--- src/rtl/store_trace_pkg.sv ---
// Shared types and helpers for the store trace capture/display block.
// Latency: n/a (types and constant functions only).
// Backpressure: n/a.
package store_trace_pkg;

    // Presentation sequencer states.
    typedef enum logic [1:0] {
        IDLE = 2'd0,
        CONV = 2'd1,
        SHOW = 2'd2
    } state_t;

    // Decimal digits needed to hold any value of the given bit width,
    // i.e. ceil(bits * log10(2)). 30103/100000 overestimates log10(2) by
    // about 4e-9, which only matters for widths far beyond any real bus.
    function automatic int bcd_digits(input int bits);
        return (bits * 30103 + 99999) / 100000;
    endfunction

    function automatic int max_int(input int a, input int b);
        return (a > b) ? a : b;
    endfunction

    // Default-width trace entry layout (address in the upper field).
    localparam int TRACE_ADDR_BITS = 10;
    localparam int TRACE_DATA_BITS = 10;

    typedef struct packed {
        logic [TRACE_ADDR_BITS-1:0] addr;
        logic [TRACE_DATA_BITS-1:0] data;
    } trace_entry_t;

endpackage

--- src/rtl/trace_fifo.sv ---
// Synchronous trace FIFO that overwrites its oldest entry when full.
// Latency: push visible in count on the push edge; pop_dat is the combinational head.
// Backpressure: none; a push into a full FIFO without a pop drops the oldest entry and pulses dropped.
//
// Ports: clk/reset (sync, active-high); push/push_dat write side; pop/pop_dat
// read side (pop ignored when empty); count = occupancy; dropped = overwrite pulse.
module trace_fifo #(
    parameter int WIDTH = 20,
    parameter int DEPTH = 8
) (
    input  logic                       clk,
    input  logic                       reset,
    input  logic                       push,
    input  logic [WIDTH-1:0]           push_dat,
    input  logic                       pop,
    output logic [WIDTH-1:0]           pop_dat,
    output logic [$clog2(DEPTH+1)-1:0] count,
    output logic                       dropped
);
    localparam int PW = $clog2(DEPTH);
    localparam int CW = $clog2(DEPTH+1);

    logic [WIDTH-1:0] mem [DEPTH];
    logic [PW-1:0]    wr_ptr;
    logic [PW-1:0]    rd_ptr;
    logic             full;
    logic             empty;
    logic             do_pop;
    logic             overwrite;

    assign full      = (count == CW'(DEPTH));
    assign empty     = (count == '0);
    assign do_pop    = pop && !empty;
    // When full, wr_ptr == rd_ptr, so the write lands on the oldest entry and
    // the read pointer must skip past it.
    assign overwrite = push && full && !do_pop;
    assign dropped   = overwrite;
    assign pop_dat   = mem[rd_ptr];

    // Storage is not reset; occupancy is tracked by count alone.
    always_ff @(posedge clk) begin
        if (push) begin
            mem[wr_ptr] <= push_dat;
        end
    end

    always_ff @(posedge clk) begin
        if (reset) begin
            wr_ptr <= '0;
            rd_ptr <= '0;
            count  <= '0;
        end else begin
            if (push) begin
                wr_ptr <= wr_ptr + PW'(1);
            end
            if (do_pop || overwrite) begin
                rd_ptr <= rd_ptr + PW'(1);
            end
            if (push && !do_pop && !full) begin
                count <= count + CW'(1);
            end else if (do_pop && !push) begin
                count <= count - CW'(1);
            end
        end
    end

endmodule

--- src/rtl/store_trace_display.sv ---
// Captures core stores into a trace FIFO and presents each one as BCD for a hold time.
// Latency: store at edge E0 -> popped at E0+1 -> BCD latched at E0+1+W.
// Backpressure: none; full FIFO overwrites oldest (drop_cnt), freeze discards stores silently.
//
// Ports: clk/reset (sync, active-high); mem_write/data_addr/write_data store tap;
// freeze pauses capture and hold timer; step ends the current hold early;
// addr_bcd/data_bcd presented digits (nibble 0 = units); disp_valid sticky after
// first presentation; disp_new one-cycle update pulse; pending FIFO occupancy;
// drop_cnt saturating overwrite count.
module store_trace_display
    import store_trace_pkg::*;
#(
    parameter int DATA_WIDTH  = 32,
    parameter int ADDR_BITS   = 10,
    parameter int DATA_BITS   = 10,
    parameter int ADDR_DIGITS = 3,
    parameter int DATA_DIGITS = 2,
    parameter int DEPTH       = 8,
    parameter int HOLD_CYCLES = 50_000_000
) (
    input  logic                       clk,
    input  logic                       reset,
    input  logic                       mem_write,
    input  logic [DATA_WIDTH-1:0]      data_addr,
    input  logic [DATA_WIDTH-1:0]      write_data,
    input  logic                       freeze,
    input  logic                       step,
    output logic [4*ADDR_DIGITS-1:0]   addr_bcd,
    output logic [4*DATA_DIGITS-1:0]   data_bcd,
    output logic                       disp_valid,
    output logic                       disp_new,
    output logic [$clog2(DEPTH+1)-1:0] pending,
    output logic [7:0]                 drop_cnt
);
    // Conversion length and internal BCD sizes. The internal registers are
    // never narrower than the presented digit count, so unused upper digits
    // simply read as zero.
    localparam int W   = max_int(ADDR_BITS, DATA_BITS);
    localparam int ABD = max_int(bcd_digits(ADDR_BITS), ADDR_DIGITS);
    localparam int DBD = max_int(bcd_digits(DATA_BITS), DATA_DIGITS);
    localparam int SCW = $clog2(W+1);
    localparam int HW  = (HOLD_CYCLES > 1) ? $clog2(HOLD_CYCLES) : 1;
    localparam int EW  = ADDR_BITS + DATA_BITS;

    // ---------------------------------------------------------------- capture
    logic          fifo_push;
    logic          fifo_pop;
    logic          fifo_dropped;
    logic [EW-1:0] fifo_head;

    assign fifo_push = mem_write && !freeze;

    trace_fifo #(
        .WIDTH (EW),
        .DEPTH (DEPTH)
    ) u_fifo (
        .clk      (clk),
        .reset    (reset),
        .push     (fifo_push),
        .push_dat ({data_addr[ADDR_BITS-1:0], write_data[DATA_BITS-1:0]}),
        .pop      (fifo_pop),
        .pop_dat  (fifo_head),
        .count    (pending),
        .dropped  (fifo_dropped)
    );

    // Upper bus bits are intentionally not captured.
    logic unused_hi_bits;
    assign unused_hi_bits = ^{data_addr[DATA_WIDTH-1:ADDR_BITS],
                              write_data[DATA_WIDTH-1:DATA_BITS]};

    always_ff @(posedge clk) begin
        if (reset) begin
            drop_cnt <= '0;
        end else if (fifo_dropped && (drop_cnt != 8'hFF)) begin
            drop_cnt <= drop_cnt + 8'd1;
        end
    end

    // -------------------------------------------------------------- sequencer
    state_t         state;
    state_t         state_next;
    logic [SCW-1:0] step_cnt;
    logic [HW-1:0]  hold;
    logic           conv_en;
    logic           latch;
    logic           hold_dec;

    always_ff @(posedge clk) begin
        if (reset) begin
            state <= IDLE;
        end else begin
            state <= state_next;
        end
    end

    always_comb begin
        state_next = state;
        fifo_pop   = 1'b0;
        conv_en    = 1'b0;
        latch      = 1'b0;
        hold_dec   = 1'b0;
        case (state)
            IDLE: begin
                if (pending != '0) begin
                    fifo_pop   = 1'b1;
                    state_next = CONV;
                end
            end
            CONV: begin
                // Freeze deliberately does not stall the conversion.
                conv_en = 1'b1;
                if (step_cnt == SCW'(W-1)) begin
                    latch      = 1'b1;
                    state_next = SHOW;
                end
            end
            SHOW: begin
                // Freeze pauses the timer and also masks step and expiry.
                if (!freeze) begin
                    if ((hold == '0) || step) begin
                        state_next = IDLE;
                    end else begin
                        hold_dec = 1'b1;
                    end
                end
            end
            default: begin
                state_next = IDLE;
            end
        endcase
    end

    // ----------------------------------------------------- double-dabble step
    logic [W-1:0]     addr_sr;
    logic [W-1:0]     data_sr;
    logic [4*ABD-1:0] addr_acc;
    logic [4*DBD-1:0] data_acc;
    logic [4*ABD-1:0] addr_adj;
    logic [4*DBD-1:0] data_adj;
    logic [4*ABD-1:0] addr_acc_nxt;
    logic [4*DBD-1:0] data_acc_nxt;

    // Add 3 to every digit >= 5, then shift in the next binary MSB.
    always_comb begin
        addr_adj = addr_acc;
        for (int i = 0; i < ABD; i++) begin
            if (addr_adj[4*i +: 4] >= 4'd5) begin
                addr_adj[4*i +: 4] = addr_adj[4*i +: 4] + 4'd3;
            end
        end
        addr_acc_nxt = {addr_adj[4*ABD-2:0], addr_sr[W-1]};
    end

    always_comb begin
        data_adj = data_acc;
        for (int i = 0; i < DBD; i++) begin
            if (data_adj[4*i +: 4] >= 4'd5) begin
                data_adj[4*i +: 4] = data_adj[4*i +: 4] + 4'd3;
            end
        end
        data_acc_nxt = {data_adj[4*DBD-2:0], data_sr[W-1]};
    end

    // --------------------------------------------------------------- datapath
    always_ff @(posedge clk) begin
        if (reset) begin
            addr_sr    <= '0;
            data_sr    <= '0;
            addr_acc   <= '0;
            data_acc   <= '0;
            step_cnt   <= '0;
            hold       <= '0;
            addr_bcd   <= '0;
            data_bcd   <= '0;
            disp_valid <= 1'b0;
            disp_new   <= 1'b0;
        end else begin
            disp_new <= latch;
            if (fifo_pop) begin
                // Narrower field is zero-extended on the MSB side.
                addr_sr  <= W'(fifo_head[EW-1:DATA_BITS]);
                data_sr  <= W'(fifo_head[DATA_BITS-1:0]);
                addr_acc <= '0;
                data_acc <= '0;
                step_cnt <= '0;
            end
            if (conv_en) begin
                addr_sr  <= addr_sr << 1;
                data_sr  <= data_sr << 1;
                addr_acc <= addr_acc_nxt;
                data_acc <= data_acc_nxt;
                step_cnt <= step_cnt + SCW'(1);
            end
            if (latch) begin
                // Only the low digits are shown: the value displayed is mod 10^digits.
                addr_bcd   <= addr_acc_nxt[4*ADDR_DIGITS-1:0];
                data_bcd   <= data_acc_nxt[4*DATA_DIGITS-1:0];
                disp_valid <= 1'b1;
                hold       <= HW'(HOLD_CYCLES-1);
            end else if (hold_dec) begin
                hold <= hold - HW'(1);
            end
        end
    end

endmodule
--- config.mk ---
export PLATFORM = sky130hd
export DESIGN_NAME = store_trace_display
export DESIGN_NICKNAME = d
export VERILOG_FILES = /design/src/rtl/store_trace_pkg.sv /design/src/rtl/trace_fifo.sv /design/src/rtl/store_trace_display.sv
export SDC_FILE = /design/constraint.sdc
export NUM_CORES = 1
export LEC_CHECK = 0
export CAP_MARGIN = 20
export CORE_MARGIN = 2
export CORE_UTILIZATION = 50
export DETAILED_ROUTE_END_ITERATION = 6
export PLACE_DENSITY_LB_ADDON = 0.1
export SLEW_MARGIN = 20
export SYNTH_ARGS = -nofsm -noshare
export SYNTH_HDL_FRONTEND = slang
export SYNTH_HIERARCHICAL = 1
export SYNTH_SLANG_ARGS = --single-unit
--- constraint.sdc ---
create_clock -name clk -period 3.65 [get_ports clk]
set_clock_uncertainty 0.05 [all_clocks]
set_input_delay 0.73 -clock clk [delete_from_list [all_inputs] [get_ports clk]]
set_output_delay 0.73 -clock clk [all_outputs]
set_load 0.01 [all_outputs]
==> summary.md <==
| Metric | Value |
|---|---|
| Slowest Stage Delay on Critical Path | `550 ps` |
| CP max stage cell | `nor3b_1` |
| Fmax | `338 MHz` |
| Setup TNS | `0 ps` |
| Outcome | `completed` |
| Psw | `2.26 mW` |
| Worst-Margin Slew | `930 ps` |
| Hold Crit Class | `flip-flop to flip-flop` |
| Yosys warns | `6` |
| CTS tree | `built` |
| Total GRT Usage | `0.203` |
| Count leader, synth | `edfxtp_1` |
| Fin crit period | `2960 ps` |
| Seq pwr share | `0.437` |
| Synth area leader | `edfxtp_1` |
| Setup ws final | `695 ps` |
| Max Slew Vio Count | `0` |
| Area share of the largest cell type after synthesis | `0.422` |
| Average size of a mapped cell | `13.1 um2` |
| Routed len/inst | `19.3 um` |
| Cell area after layout | `13300 um2` |
| Distinct cells, synth | `61` |
| Placed Area | `12300 um2` |
| Predominant post-synthesis flop cell | `edfxtp_1` |
| Max IR drop VDD | `0.427 mV` |
| Post-CTS setup buffers | `0` |
| Logic pwr share | `0.202` |
| Port Buffers | `58` |
| Largest cells by area after synthesis | `edfxtp_1 42%, dfxtp_1 20%, mux4_2 7.9%, a21oi_1 3.1%, nand2_1 2.2%` |
| Starting DRC count in detailed routing | `358` |
| Synth Register Bits | `275` |
| Post-Place Setup Slack | `254 ps` |
| Max cap viols | `0` |
| CP endpoint kind | `flip-flop` |
| Fin. Hold Viols | `0` |
| Synth Instances | `868` |
| GRT Residual Overflow | `0` |
| Num ports | `103` |
| Tcrit/Tclk final | `0.810` |
| Worst Path Max Fanout | `9` |
| Clock power frac | `0.361` |
| Via density | `5.84` |
| DP HPWL | `14400 um` |
| Synth cell count leaders | `160 x edfxtp_1, 115 x dfxtp_1, 70 x a21oi_1, 66 x nand2_1, 49 x nor2_1` |
| Register area share after synthesis | `0.624` |
| Core area | `22500 um2` |
| Sink Count | `275` |
| Net Count, Synth | `957` |
| DIE AREA | `24000 um2` |
| Req. time, crit path | `4030 ps` |
| Post-DRT Antenna Nets | `0` |
| Clk_lat worst skew | `560 ps` |
| CTS Buf Count | `29` |
| Fillers | `1755` |
| Starting Density | `0.506` |
| Routability congestion estimate | `0.778` |
| Largest net degree at the start of global routing | `63` |
| Pwr dens | `620 nW/um2` |
| EDFF count, synth | `160` |
| Critical Path Start Type | `primary input` |
| DR DRC count | `0` |
| First-pass GRT wire length | `39000 um` |
| Layout overhead on the synthesized area | `17.0%` |
| Crit Path Category | `primary input to flip-flop` |
| Vias in the first global route | `7606` |
| Leak | `4.42 nW` |
| Die height | `155 um` |
| Pre-antenna DRT Iters | `4` |
| Vias | `7230` |
| Rel. slew slack | `0.378` |
| Routed WL | `23900 um` |
| Reg clk slew, reported paths | `60 ps` |
| CP Cell Sequence | `clkdlybuf4s50_1, nor2b_1, nor4b_1, nor3b_1, o21ai_1, nor3_1, xnor2_1, nor2_1` |
| Initial antenna violation count | `1` |
| Cts hold-fix bufs | `0` |
| Critical Path AT | `3330 ps` |
| Share of flip-flops with an asynchronous set or reset | `0` |
| Layout cells sized above 1 | `0.177` |
| Switching share of power | `0.273` |
| Int Pwr | `6.00 mW` |
| Die width | `155 um` |
| Row cnt | `55` |
| H-tree levels | `1` |
| Net count of the finished layout | `1020` |
| Synthesized area | `11400 um2` |
| Longest Clk Path Bufs | `3` |
| # setup viols final | `0` |
| Unrepaired setup endpoints after global routing | `no` |
| Ant. Diodes | `0` |
| # resized after CTS | `0` |
| CTS Root Cell | `clkbuf_16` |
[final cells by class]
type                    count  area [um2]  area share
flip-flops and latches    275        7110       0.533
multi-input cells         527        4050       0.304
clock buffers              45         886      0.0665
repair buffers             82         758      0.0569
well taps                 285         357      0.0268
clock inverters             9         110     0.00826
inverters                  16        60.1     0.00451
[power groups by stage]
stage | registers (mW) | clock network [mW] | logic (mW)
6_report | 3.61 | 2.98 | 1.67
2_1_floorplan | 3.60 | 0 | 1.26
3_3_place_gp | 3.67 | 0 | 1.62
3_5_place_dp | 3.68 | 0 | 1.67
4_1_cts | 3.62 | 3.04 | 1.68
5_1_grt | 3.64 | 3.17 | 1.82
[through the flow]
| step | instances | utilization | power, mW | hold WS, ps |
|---|---|---|---|---|
| 2_1_floorplan | 868 | - | 4.86 | 386 |
| 3_3_place_gp | 1185 | 0.548 | 5.29 | 392 |
| 3_5_place_dp | 1185 | 0.548 | 5.35 | 397 |
| 4_1_cts | 1239 | 0.592 | 8.34 | 405 |
| 5_1_grt | 1239 | 0.592 | 8.64 | 430 |
| 6_report | 1239 | 0.592 | 8.26 | 405 |
[worst paths after layout]
kind	startpoint	endpoint	slack, ps	cells after the start
worst max-delay path	mem_write	drop_cnt[5]$_SDFFE_PP0P_	690	8
worst min-delay path	addr_bcd[1]$_SDFFE_PP0P_	addr_bcd[1]$_SDFFE_PP0P_	410	2
worst max register to register	hold[8]$_SDFFE_PP0P_	hold[25]$_SDFFE_PP0P_	860	6
worst min register to register	addr_bcd[1]$_SDFFE_PP0P_	addr_bcd[1]$_SDFFE_PP0P_	410	2
[state kept, by name, indices dropped and copies added (netlist names), named ones only]
name,count
addr_acc,12
addr_bcd,12
addr_sr,10
data_acc,8
data_bcd,8
data_sr,10
disp_new,1
disp_valid,1
drop_cnt,8
hold,26
state,2
step_cnt,4
u_fifo/count,4
u_fifo/mem,160
u_fifo/rd_ptr,3
u_fifo/wr_ptr,3
[worst max-delay path, delay by kind of cell]
kind | cells | cell delay (ps)
and+or+nand+nor | 5 | 1630
xor gates and xnor gates | 1 | 150
AOI/OAI and AO/OA | 1 | 370
buffers and inverters | 1 | 460
[cells in the final DEF, fill, tap and decap left out, types with 18 or more instances in the layout]
master / count
clkdlybuf4s50_1: 57
nand3_1: 19
clkbuf_16: 29
a21oi_1: 70
edfxtp_1: 160
mux2_2: 20
o21ai_0: 18
ha_1: 19
buf_4: 25
nor3_1: 24
dfxtp_1: 114
nand2_1: 66
a22oi_1: 18
nor2_1: 42
mux4_2: 40
[layer usage]
| metal | part of all wire | GRT usage |
|---|---|---|
| met1 | 0.43 | 0.254 |
| met2 | 0.51 | 0.363 |
| met3 | 0.035 | 0.0312 |
| met4 | 0.025 | 0.0670 |
| met5 | 0.00054 | 0 |
[cells by family after synthesis]
group / synth area share
flip-flops: 0.624
AND/OR/NAND/NOR: 0.116
adder cells (fa/ha/maj): 0.0226
buffers and inverters: 0.0237
AO/OA/AOI/OAI: 0.0888
XOR/XNOR: 0.0146
multiplexers: 0.111
(Power assumes the default switching activity.)
